--- src/rtl/pong_video_pkg.sv ---
// Shared video timing constants and the vertical count type for the Pong video chain.
package pong_video_pkg;
  localparam int H_TOTAL     = 455;
  localparam int V_TOTAL     = 262;
  localparam int VBLANK_END  = 16;
  localparam int VSYNC_START = 4;
  localparam int VSYNC_END   = 8;

  typedef logic [8:0] vcnt_t;
endpackage

--- src/rtl/mod_n_counter.sv ---
// Enabled modulo-N counter; WRAP flags the enabled edge that returns Q to zero.
module mod_n_counter #(
  parameter int N = 262,
  parameter int W = 9
) (
  input  logic         CLK,
  input  logic         CLR_N,
  input  logic         EN,
  output logic [W-1:0] Q,
  output logic         WRAP
);
  logic [W-1:0] r_q;

  assign Q    = r_q;
  assign WRAP = EN && (r_q == W'(N - 1));

  always_ff @(posedge CLK or negedge CLR_N) begin
    if (!CLR_N)   r_q <= '0;
    else if (EN)  r_q <= WRAP ? '0 : r_q + 1'b1;
  end
endmodule

--- src/rtl/vcounter.sv ---
// Vertical line counter: advances on HRESET, registered VRESET/VBLANK/VSYNC_N windows.
// Optional FRAME_CNT output enabled by defining VCOUNTER_FRAME_CNT_EN.
module vcounter #(
  parameter int V_TOTAL     = pong_video_pkg::V_TOTAL,
  parameter int VBLANK_END  = pong_video_pkg::VBLANK_END,
  parameter int VSYNC_START = pong_video_pkg::VSYNC_START,
  parameter int VSYNC_END   = pong_video_pkg::VSYNC_END
) (
  input  logic       CLK,
  input  logic       CLR_N,
  input  logic       HRESET,
  output logic       _1V,
  output logic       _2V,
  output logic       _4V,
  output logic       _8V,
  output logic       _16V,
  output logic       _32V,
  output logic       _64V,
  output logic       _128V,
  output logic       _256V,
  output logic       _256V_N,
  output logic       VRESET,
  output logic       VRESET_N,
  output logic       VBLANK,
  output logic       VBLANK_N,
`ifdef VCOUNTER_FRAME_CNT_EN
  output logic [7:0] FRAME_CNT,
`endif
  output logic       VSYNC_N
);
  import pong_video_pkg::*;

  vcnt_t w_cnt;
  vcnt_t w_next;
  logic  w_wrap;
  logic  r_256v_n, r_vreset, r_vreset_n, r_vblank, r_vblank_n, r_vsync_n;

  mod_n_counter #(.N(V_TOTAL), .W($bits(vcnt_t))) u_cnt (
    .CLK   (CLK),
    .CLR_N (CLR_N),
    .EN    (HRESET),
    .Q     (w_cnt),
    .WRAP  (w_wrap)
  );

  // Decodes look at the value being loaded so the flags land on the same edge as the count.
  assign w_next = w_wrap ? '0 : w_cnt + 1'b1;

  always_ff @(posedge CLK or negedge CLR_N) begin
    if (!CLR_N) begin
      r_256v_n   <= 1'b1;
      r_vreset   <= 1'b0;
      r_vreset_n <= 1'b1;
      r_vblank   <= 1'b1;
      r_vblank_n <= 1'b0;
      r_vsync_n  <= 1'b1;
    end else if (HRESET) begin
      r_256v_n   <= ~w_next[8];
      r_vreset   <=  (w_next == vcnt_t'(V_TOTAL - 1));
      r_vreset_n <= ~(w_next == vcnt_t'(V_TOTAL - 1));
      r_vblank   <=  (w_next < vcnt_t'(VBLANK_END));
      r_vblank_n <= ~(w_next < vcnt_t'(VBLANK_END));
      r_vsync_n  <= ~((w_next >= vcnt_t'(VSYNC_START)) && (w_next < vcnt_t'(VSYNC_END)));
    end
  end

`ifdef VCOUNTER_FRAME_CNT_EN
  logic [7:0] r_frame_cnt;
  always_ff @(posedge CLK or negedge CLR_N) begin
    if (!CLR_N)      r_frame_cnt <= '0;
    else if (w_wrap) r_frame_cnt <= r_frame_cnt + 8'd1;
  end
  assign FRAME_CNT = r_frame_cnt;
`endif

  assign {_256V, _128V, _64V, _32V, _16V, _8V, _4V, _2V, _1V} = w_cnt;
  assign _256V_N  = r_256v_n;
  assign VRESET   = r_vreset;
  assign VRESET_N = r_vreset_n;
  assign VBLANK   = r_vblank;
  assign VBLANK_N = r_vblank_n;
  assign VSYNC_N  = r_vsync_n;
endmodule
--- config.mk ---
export PLATFORM = sky130hd
export DESIGN_NAME = vcounter
export DESIGN_NICKNAME = d
export VERILOG_FILES = /design/src/rtl/pong_video_pkg.sv /design/src/rtl/mod_n_counter.sv /design/src/rtl/vcounter.sv
export SDC_FILE = /design/constraint.sdc
export NUM_CORES = 1
export LEC_CHECK = 0
export CAP_MARGIN = 20
export CORE_MARGIN = 10
export CORE_UTILIZATION = 46
export CTS_CLUSTER_DIAMETER = 40
export DETAILED_ROUTE_END_ITERATION = 8
export PLACE_DENSITY = 0.73
export SYNTH_ARGS = -nofsm -noshare
export SYNTH_HDL_FRONTEND = slang
export SYNTH_SLANG_ARGS = --single-unit
--- constraint.sdc ---
create_clock -name CLK -period 3.3 [get_ports CLK]
set_input_delay 0.66 -clock CLK [delete_from_list [all_inputs] [get_ports CLK]]
set_output_delay 0.66 -clock CLK [all_outputs]
set_load 0.02 [all_outputs]
# == After elaboration in Yosys (flattened, before gate mapping) ==
# Index checks and enable logic that the tools add are counted.
# totals
input_bits,3
output_inout_bits,15
reg_bits,15
elab_cells,20
# op_classes
add_sub_neg,1
eq_ne,2
n_reduce_logical,2
n_mux,1
n_bitwise,4
magnitude_cmp,3
# ops
op,n
$eq 9x9->1 const B,2
$add 9x1->9 const B,1
$ge 9x3->1 const B,1
$lt 9x4->1 const B,1
$lt 9x5->1 const B,1
$mux 9,1
$not 1->1,4
$logic_and 1x1->1,2

# == Depth between registers and ports, before layout ==
# Gate-level depths: netlist of run 1.
# logic_depth
depth_word,6
mapped_depth,7
mapped_depth_nobuf,6

# == Cells and area by module ==
# Synthesis of run 1 repeated with hierarchy kept, for this count alone.
# unflattened
hier_cells,96
hier_area_um2,899.6
# by_module_without_submodules
mod,cells_per_inst,area_per_inst_um2,seq_area_each_um2,n_inst
mod_n_counter,53,515.5,225.2,1
vcounter,43,384.1,155.1,1

# == Worst setup path after synthesis of run 1 ==
# Ideal clock, no wire load.
# synth_path
path_type,reg2reg
startpoint,reg u_cnt.r_q[1] (netlist: u_cnt.Q[1])
endpoint,reg r_vreset (netlist: VRESET)
required_ns,3.234
stages_incl_launch_ff,6
synth_period_minus_slack_ns,1.906
setup_ns,0.066
path_slack_ns,1.394
arrival_ns,1.840
n_path_buf,0
path_cell_list,dfrtp_1 > ha_1 > nand4_1 > or3_4 > a211oi_4 > a31o_1
# synth_via
elab_chain_cells,4
elab_cells_between_ends,5
cone_classes,1 x add/sub; 2 x eq/ne; 1 x mux; 1 x reduce/logical
# synth_rtl
item,line_no,text
"start, declared",mod_n_counter.sv:12,logic [W-1:0] r_q;
"start signal, assigned",mod_n_counter.sv:19,else if (EN) r_q <= WRAP ? '0 : r_q + 1'b1;
branches (longest 2 deep; another with $add 9x1->9),-,
$mux 9 *,vcounter.sv:47,assign w_next = w_wrap ? '0 : w_cnt + 1'b1;
$eq 9x9->1 *,vcounter.sv:59,r_vreset <= (w_next == vcnt_t'(V_TOTAL - 1));
"end signal, assigned",vcounter.sv:59,
"end, declared",vcounter.sv:36,"logic r_256v_n, r_vreset, r_vreset_n, r_vblank, r_vblank_n, r_vsync_n;"
# Every way passes the cells marked *.
# A chain may end at the register's enable or synchronous reset.

# == Worst setup path after layout of run 1 ==
# layout_path
startpoint,in HRESET
endpoint,reg r_vblank_n (netlist: VBLANK_N)
# layout_via
elab_chain_cells,4
# layout_rtl
item,line_no,text
"start, declared",vcounter.sv:11,"input logic HRESET,"
$logic_and 1x1->1,mod_n_counter.sv:15,assign WRAP = EN && (r_q == W'(N - 1));
$mux 9,vcounter.sv:47,
$lt 9x5->1,vcounter.sv:62,r_vblank_n <= ~(w_next < vcnt_t'(VBLANK_END));
$not 1->1,vcounter.sv:62,
"end signal, assigned",vcounter.sv:62,
"end, declared",vcounter.sv:36,
# Parallel ways exist; a longest one is shown, timed or not.

==> out/metrics.cfg, run 1 <==
[floorplan]
core_area_um2 = 1764
io_pins = 18
start_util_pct = 49.86
placementRows = 15
dieWidth_um = 63.73
dieArea_um2 = 4062
die_h_um = 63.73

[pwr]
switchingPower_uw = 357.6
powerDensity_nw_per_um2 = 823.8
total_power_uw = 869.9
internal_power_uw = 512.3
pwr-share-clk_pct = 11.7
power_frac_comb_pct = 47.2
leakagePower_nw = 0.4325
vdd_drop_max_v = 0.0004845
pwr-share-seq_pct = 41.1
swShare_pct = 41.11

[cells_and_area]
final_core_util_pct = 59.86
stdcell_area_um2 = 1056
area_growth_pct = 20.06
antennaDiodeCount = 0
finalNetCount = 105
drive_gt1_share_pct = 14.14

[logic_synthesis]
yosys_warnings = 0
synth_edf_count = 0
synth_ff_type = dfrtp_1
syn-num-nets = 90
syn_inst = 85
netlist_area_um2 = 879.6
synth_cell_types = 42
synth_seq_area_share_pct = 43.24
ys_async_sr_fraction_pct = 100.0
ys_ff_latch = 15
synth.avg_cell_area_um2 = 10.35

[global_route]
grtUsageTotal_pct = 9.505
grt_overflow = 0
grt_max_degree = 19
grt_pass1_vias = 671
antenna_found_initial = 0
grt_first_pass_wirelength_um = 3125

[timing]
timing.final.crit_period_ns = 2.294
clock_skew_ns = 0.006333
rsz0062_at_grt = false
drv_slew = 0
maxClockFrequency_mhz = 435.9
fin_crit_sh_pct = 69.52
worst_pin_slew_ns = 0.6563
tns_ns = 0
whs_ns = 0.4931
relSlewSlack_pct = 56.11
setup_viol = 0
hold_viol = 0

[clock_network]
cts_tree = done
postCtsSetupBuffers = 0
cts.repair.resized = 0
clk_latency_ns = 0.28
clock_path_buffers = 2
cts-root-buf = clkbuf_4
cts.reportedPaths.clkPinSlew_ns = 0.09
cts_sinks = 15
hold_buffers = 0
cts_buffers = 3
htreeDepth = 1

[drt]
routed_wl_um = 1873
drc_errors = 0
routedWlPerCell_um = 15.10
ant_nets = 0
vias_per_cell = 5.508
drtIter0Drc = 14
dr.pass1.iters = 4
vias = 683

[hold_path]
hold_path_class = register to register
hold_depth = 2

[place]
place.gp.congestion = 0.8290
dp_hpwl_um = 1341
port-buffer-count = 17
placed_area_um2 = 1030

[worst_setup_path]
cp-start-kind = input port
path_max_fanout = 18
path_class = input port to register
r2r_cells = 5
worstPathRequired_ns = 3.47
endpoint_kind = register
cp.arrival_ns = 2.47

[job]
drv_cap = 0

[run_status]
status = complete, no violations

==> cells by family (layout without fill, tap and decap cells) <==
| group | count (synthesis) | in the layout | share of synthesized area, % |
|---|---|---|---|
| compound gates | 19 | 19 | 18.07 |
| fa+ha+maj | 2 | 2 | 2.844 |
| buf+inv | 10 | 24 | 7.112 |
| simple gates | 34 | 34 | 23.47 |
| xor+xnor | 4 | 4 | 3.984 |
| flops | 15 | 15 | 43.24 |
| mux | 1 | 1 | 1.280 |
==> cells in the mapped netlist, types with 2 or more instances <==
| cell | instances | share of area (%) |
|---|---|---|
| dfrtp_1 | 11 | 31 |
| nand4_1 | 6 | 4.3 |
| nor2_1 | 6 | 2.6 |
| dfstp_2 | 4 | 12 |
| a21o_1 | 3 | 2.6 |
| buf_6 | 3 | 3.8 |
| inv_1 | 3 | 1.3 |
| nand3_1 | 3 | 1.7 |
| nor2b_1 | 3 | 2.1 |
| nor3_1 | 3 | 1.7 |
| xnor2_1 | 3 | 3.0 |
| a21oi_1 | 2 | 1.1 |
| a31oi_1 | 2 | 1.4 |
| buf_2 | 2 | 1.1 |
| clkbuf_1 | 2 | 0.85 |
| ha_1 | 2 | 2.8 |
| nand2_1 | 2 | 0.85 |
==> final cells by class <==
cell class / count / area [µm²]
tap: 25 / 31.28
sequential: 15 / 380.4
multi-input combinational: 60 / 436.7
fill: 162 / 708.2
timing repair buffer: 17 / 170.2
inverter: 3 / 11.26
clock buffer: 4 / 26.28
==> power groups by stage <==
stage	logic [mW]	clock network, mW	registers (mW)
global route	0.448	0.119	0.372
CTS	0.417	0.108	0.355
finish	0.410	0.102	0.358
global placement	0.414	0	0.352
floorplan	0.251	0	0.379
detailed placement	0.414	0	0.356
==> per-stage QoR <==
stage	setup slack [ns]	cells
6_report	1.006	124
5_1_grt	0.9412	124
4_1_cts	1.042	124
3_5_place_dp	0.7241	120
3_3_place_gp	0.7934	120
2_1_floorplan	1.394	85
==> registers in the layout, indices dropped and copies added, names as in the netlist <==
signal    flops
VRESET        1
u_cnt.Q       9
VBLANK_N      1
VBLANK        1
VRESET_N      1
VSYNC_N       1
_256V_N       1
==> critical path, stage by stage <==
cell and delay (ns):
clkdlybuf4s50_1 0.85, and4_1 0.48, a21oi_1 0.11, o32a_1 0.37
==> per-layer routing <==
metal	global-route usage, %	wire length [µm]	vias to the layer above
li1	-	-	335
met1	10.67	880	327
met5	0	0	-
met3	5.923	154	2
met2	15.20	830	19
met4	1.639	8	0
==> layout by cell type (no fill, tap or decap), types with 2 or more instances in the layout <==
cell,Yosys,final
clkdlybuf4s50_1,0,17
dfrtp_1,11,11
nand4_1,6,6
nor2_1,6,6
dfstp_2,4,4
inv_1,3,3
nor3_1,3,3
a21o_1,3,3
nor2b_1,3,3
nand3_1,3,3
xnor2_1,3,3
clkbuf_4,0,3
nand2_1,2,2
a31oi_1,2,2
a21oi_1,2,2
ha_1,2,2
==> path summary, 6_finish.rpt <==
kind,slack [ns],from,endpoint
worst max-delay path,1.01,HRESET,VBLANK_N$_DFFE_PN0P_
min in group asynchronous,0.77,CLR_N,u_cnt.Q[4]$_DFFE_PN0P_
max in group asynchronous,2.10,CLR_N,VRESET$_DFFE_PN0P_
worst max register to register,1.18,u_cnt.Q[0]$_DFFE_PN0P_,VRESET$_DFFE_PN0P_
worst min register to register,0.49,VRESET_N$_DFFE_PN1P_,VRESET_N$_DFFE_PN1P_
worst min-delay path,0.49,VRESET_N$_DFFE_PN1P_,VRESET_N$_DFFE_PN1P_
Note: power is estimated with default switching activity, not from simulation.
==> inputs of run 2 (changes only) <==
==> constraint.sdc (replaced) <==
create_clock -name CLK -period 2.3 [get_ports CLK]
set_input_delay 0.46 -clock CLK [delete_from_list [all_inputs] [get_ports CLK]]
set_output_delay 0.46 -clock CLK [all_outputs]
set_load 0.02 [all_outputs]
==> run 2 against run 1 <==
Against the previous run: combinational power up 50%; worst hold slack improved by 0.00086 ns; clock-buffer cell count stayed put; highest routed layer unchanged; clock skew is 0.0029 ns lower; routed wire length increased by 2.3%; largest cell class unchanged.
==> out/metrics.cfg, run 2 (synthesized netlist as in run 1, its figures left out) <==
[drt]
drc_errors = 0
vias = 734
dr.pass1.iters = 4
drtIter0Drc = 39
vias_per_cell = 5.734
routedWlPerCell_um = 14.98
ant_nets = 0
routed_wl_um = 1917

[timing]
tns_ns = 0
maxClockFrequency_mhz = 497.8
fin_crit_sh_pct = 87.34
fin_ws_ns = 0.2911
worst_pin_slew_ns = 0.6563
timing.final.crit_period_ns = 2.009
relSlewSlack_pct = 56.11
hold_viol = 0
rsz0062_at_grt = false
drv_slew = 0
setup_viol = 0
clock_skew_ns = 0.003466

[pwr]
leakagePower_nw = 0.4517
vdd_drop_max_v = 0.0008112
total_power_mw = 1.275
powerDensity_nw_per_um2 = 1174

[clock_network]
cts_tree = done
cts_buffers = 3
postCtsSetupBuffers = 0
cts_sinks = 15
hold_buffers = 0
cts.repair.resized = 0
htreeDepth = 1
clk_latency_ns = 0.28
clock_path_buffers = 2
cts.reportedPaths.clkPinSlew_ns = 0.09
cts-root-buf = clkbuf_4

[global_route]
grt_max_degree = 16
grt_overflow = 0
grt_pass1_vias = 687
grtUsageTotal_pct = 9.609
grt_first_pass_wirelength_um = 3256
antenna_found_initial = 0

[worst_setup_path]
cp-start-kind = register
crit_family = buffers and inverters
crit_buf_inv = 1
path_class = register to output port
reg2reg_slack_ns = 0.34
path_max_fanout = 12
cp.arrival_ns = 1.55
endpoint_kind = output port
worstPathRequired_ns = 1.84
path_cells = clkdlybuf4s50_1
slowest_delay_ns = 0.69
crit_slowest_cell = clkdlybuf4s50_1

[cells_and_area]
largest_reg_flops = 9
area_growth_pct = 23.47
drive_gt1_share_pct = 17.48
final_common_cell = clkdlybuf4s50_1
finalNetCount = 109
antennaDiodeCount = 0
stdcell_area_um2 = 1086
layout_common_cells = clkdlybuf4s50_1, dfrtp_1, nand4_1, nor2_1

[place]
place.gp.congestion = 0.8088
placed_area_um2 = 1060
dp_hpwl_um = 1413
port-buffer-count = 17
place_ws_ns = 0.3815

[floorplan]
die_h_um = 63.73
core_area_um2 = 1764
dieWidth_um = 63.73
start_util_pct = 49.86
placementRows = 15
io_pins = 18
dieArea_um2 = 4062

[run_status]
status = complete, no violations

[job]
drv_cap = 0

[hold_path]
hold_path_class = register to register

-- run 2: cell types whose count changed in the layout (fill, tap and decap cells not counted), sizes merged --
cell	change
buf	+4
-- run 2: stage by stage --
stage          instances  util [%]  hold WS, ns
6_report             128     61.56       0.4939
5_1_grt              128     61.56       0.5119
4_1_cts              128     61.56       0.4958
3_5_place_dp         124     60.07       0.4821
3_3_place_gp         124     60.07       0.4773
2_1_floorplan         85         -       0.1644
-- run 2: path summary, 6_finish.rpt --
path,end,cells past startpoint,from
max,_1V,1,u_cnt.Q[0]$_DFFE_PN0P_
min,_256V_N$_DFFE_PN1P_,2,_256V_N$_DFFE_PN1P_
max reg2reg,VRESET$_DFFE_PN0P_,5,u_cnt.Q[0]$_DFFE_PN0P_
min reg2reg,_256V_N$_DFFE_PN1P_,2,_256V_N$_DFFE_PN1P_
max in group asynchronous,u_cnt.Q[8]$_DFFE_PN0P_,1,CLR_N
min in group asynchronous,u_cnt.Q[4]$_DFFE_PN0P_,1,CLR_N
-- run 2: report_power, final --
| group | total (mW) | switching [mW] | internal (mW) |
|---|---|---|---|
| Combinational | 0.616 | 0.293 | 0.322 |
| Clock | 0.151 | 0.0842 | 0.0672 |
| Sequential | 0.508 | 0.147 | 0.360 |
| Total | 1.27 | 0.525 | 0.750 |
-- run 2: layout make-up --
class	count	area, µm²
repair buffers	21	200.2
flip-flops and latches	15	380.4
well taps	25	31.28
fillers	158	678.2
multi-input cells	60	436.7
clock buffers	4	26.28
inverters	3	11.26
-- run 2: layer usage --
layer	up-vias	global-route usage (%)	part of all wire, %
li1	348	-	-
met1	363	12.17	45
met2	21	14.20	46
met3	2	3.659	7.0
met4	0	4.098	0.99
met5	-	0	0
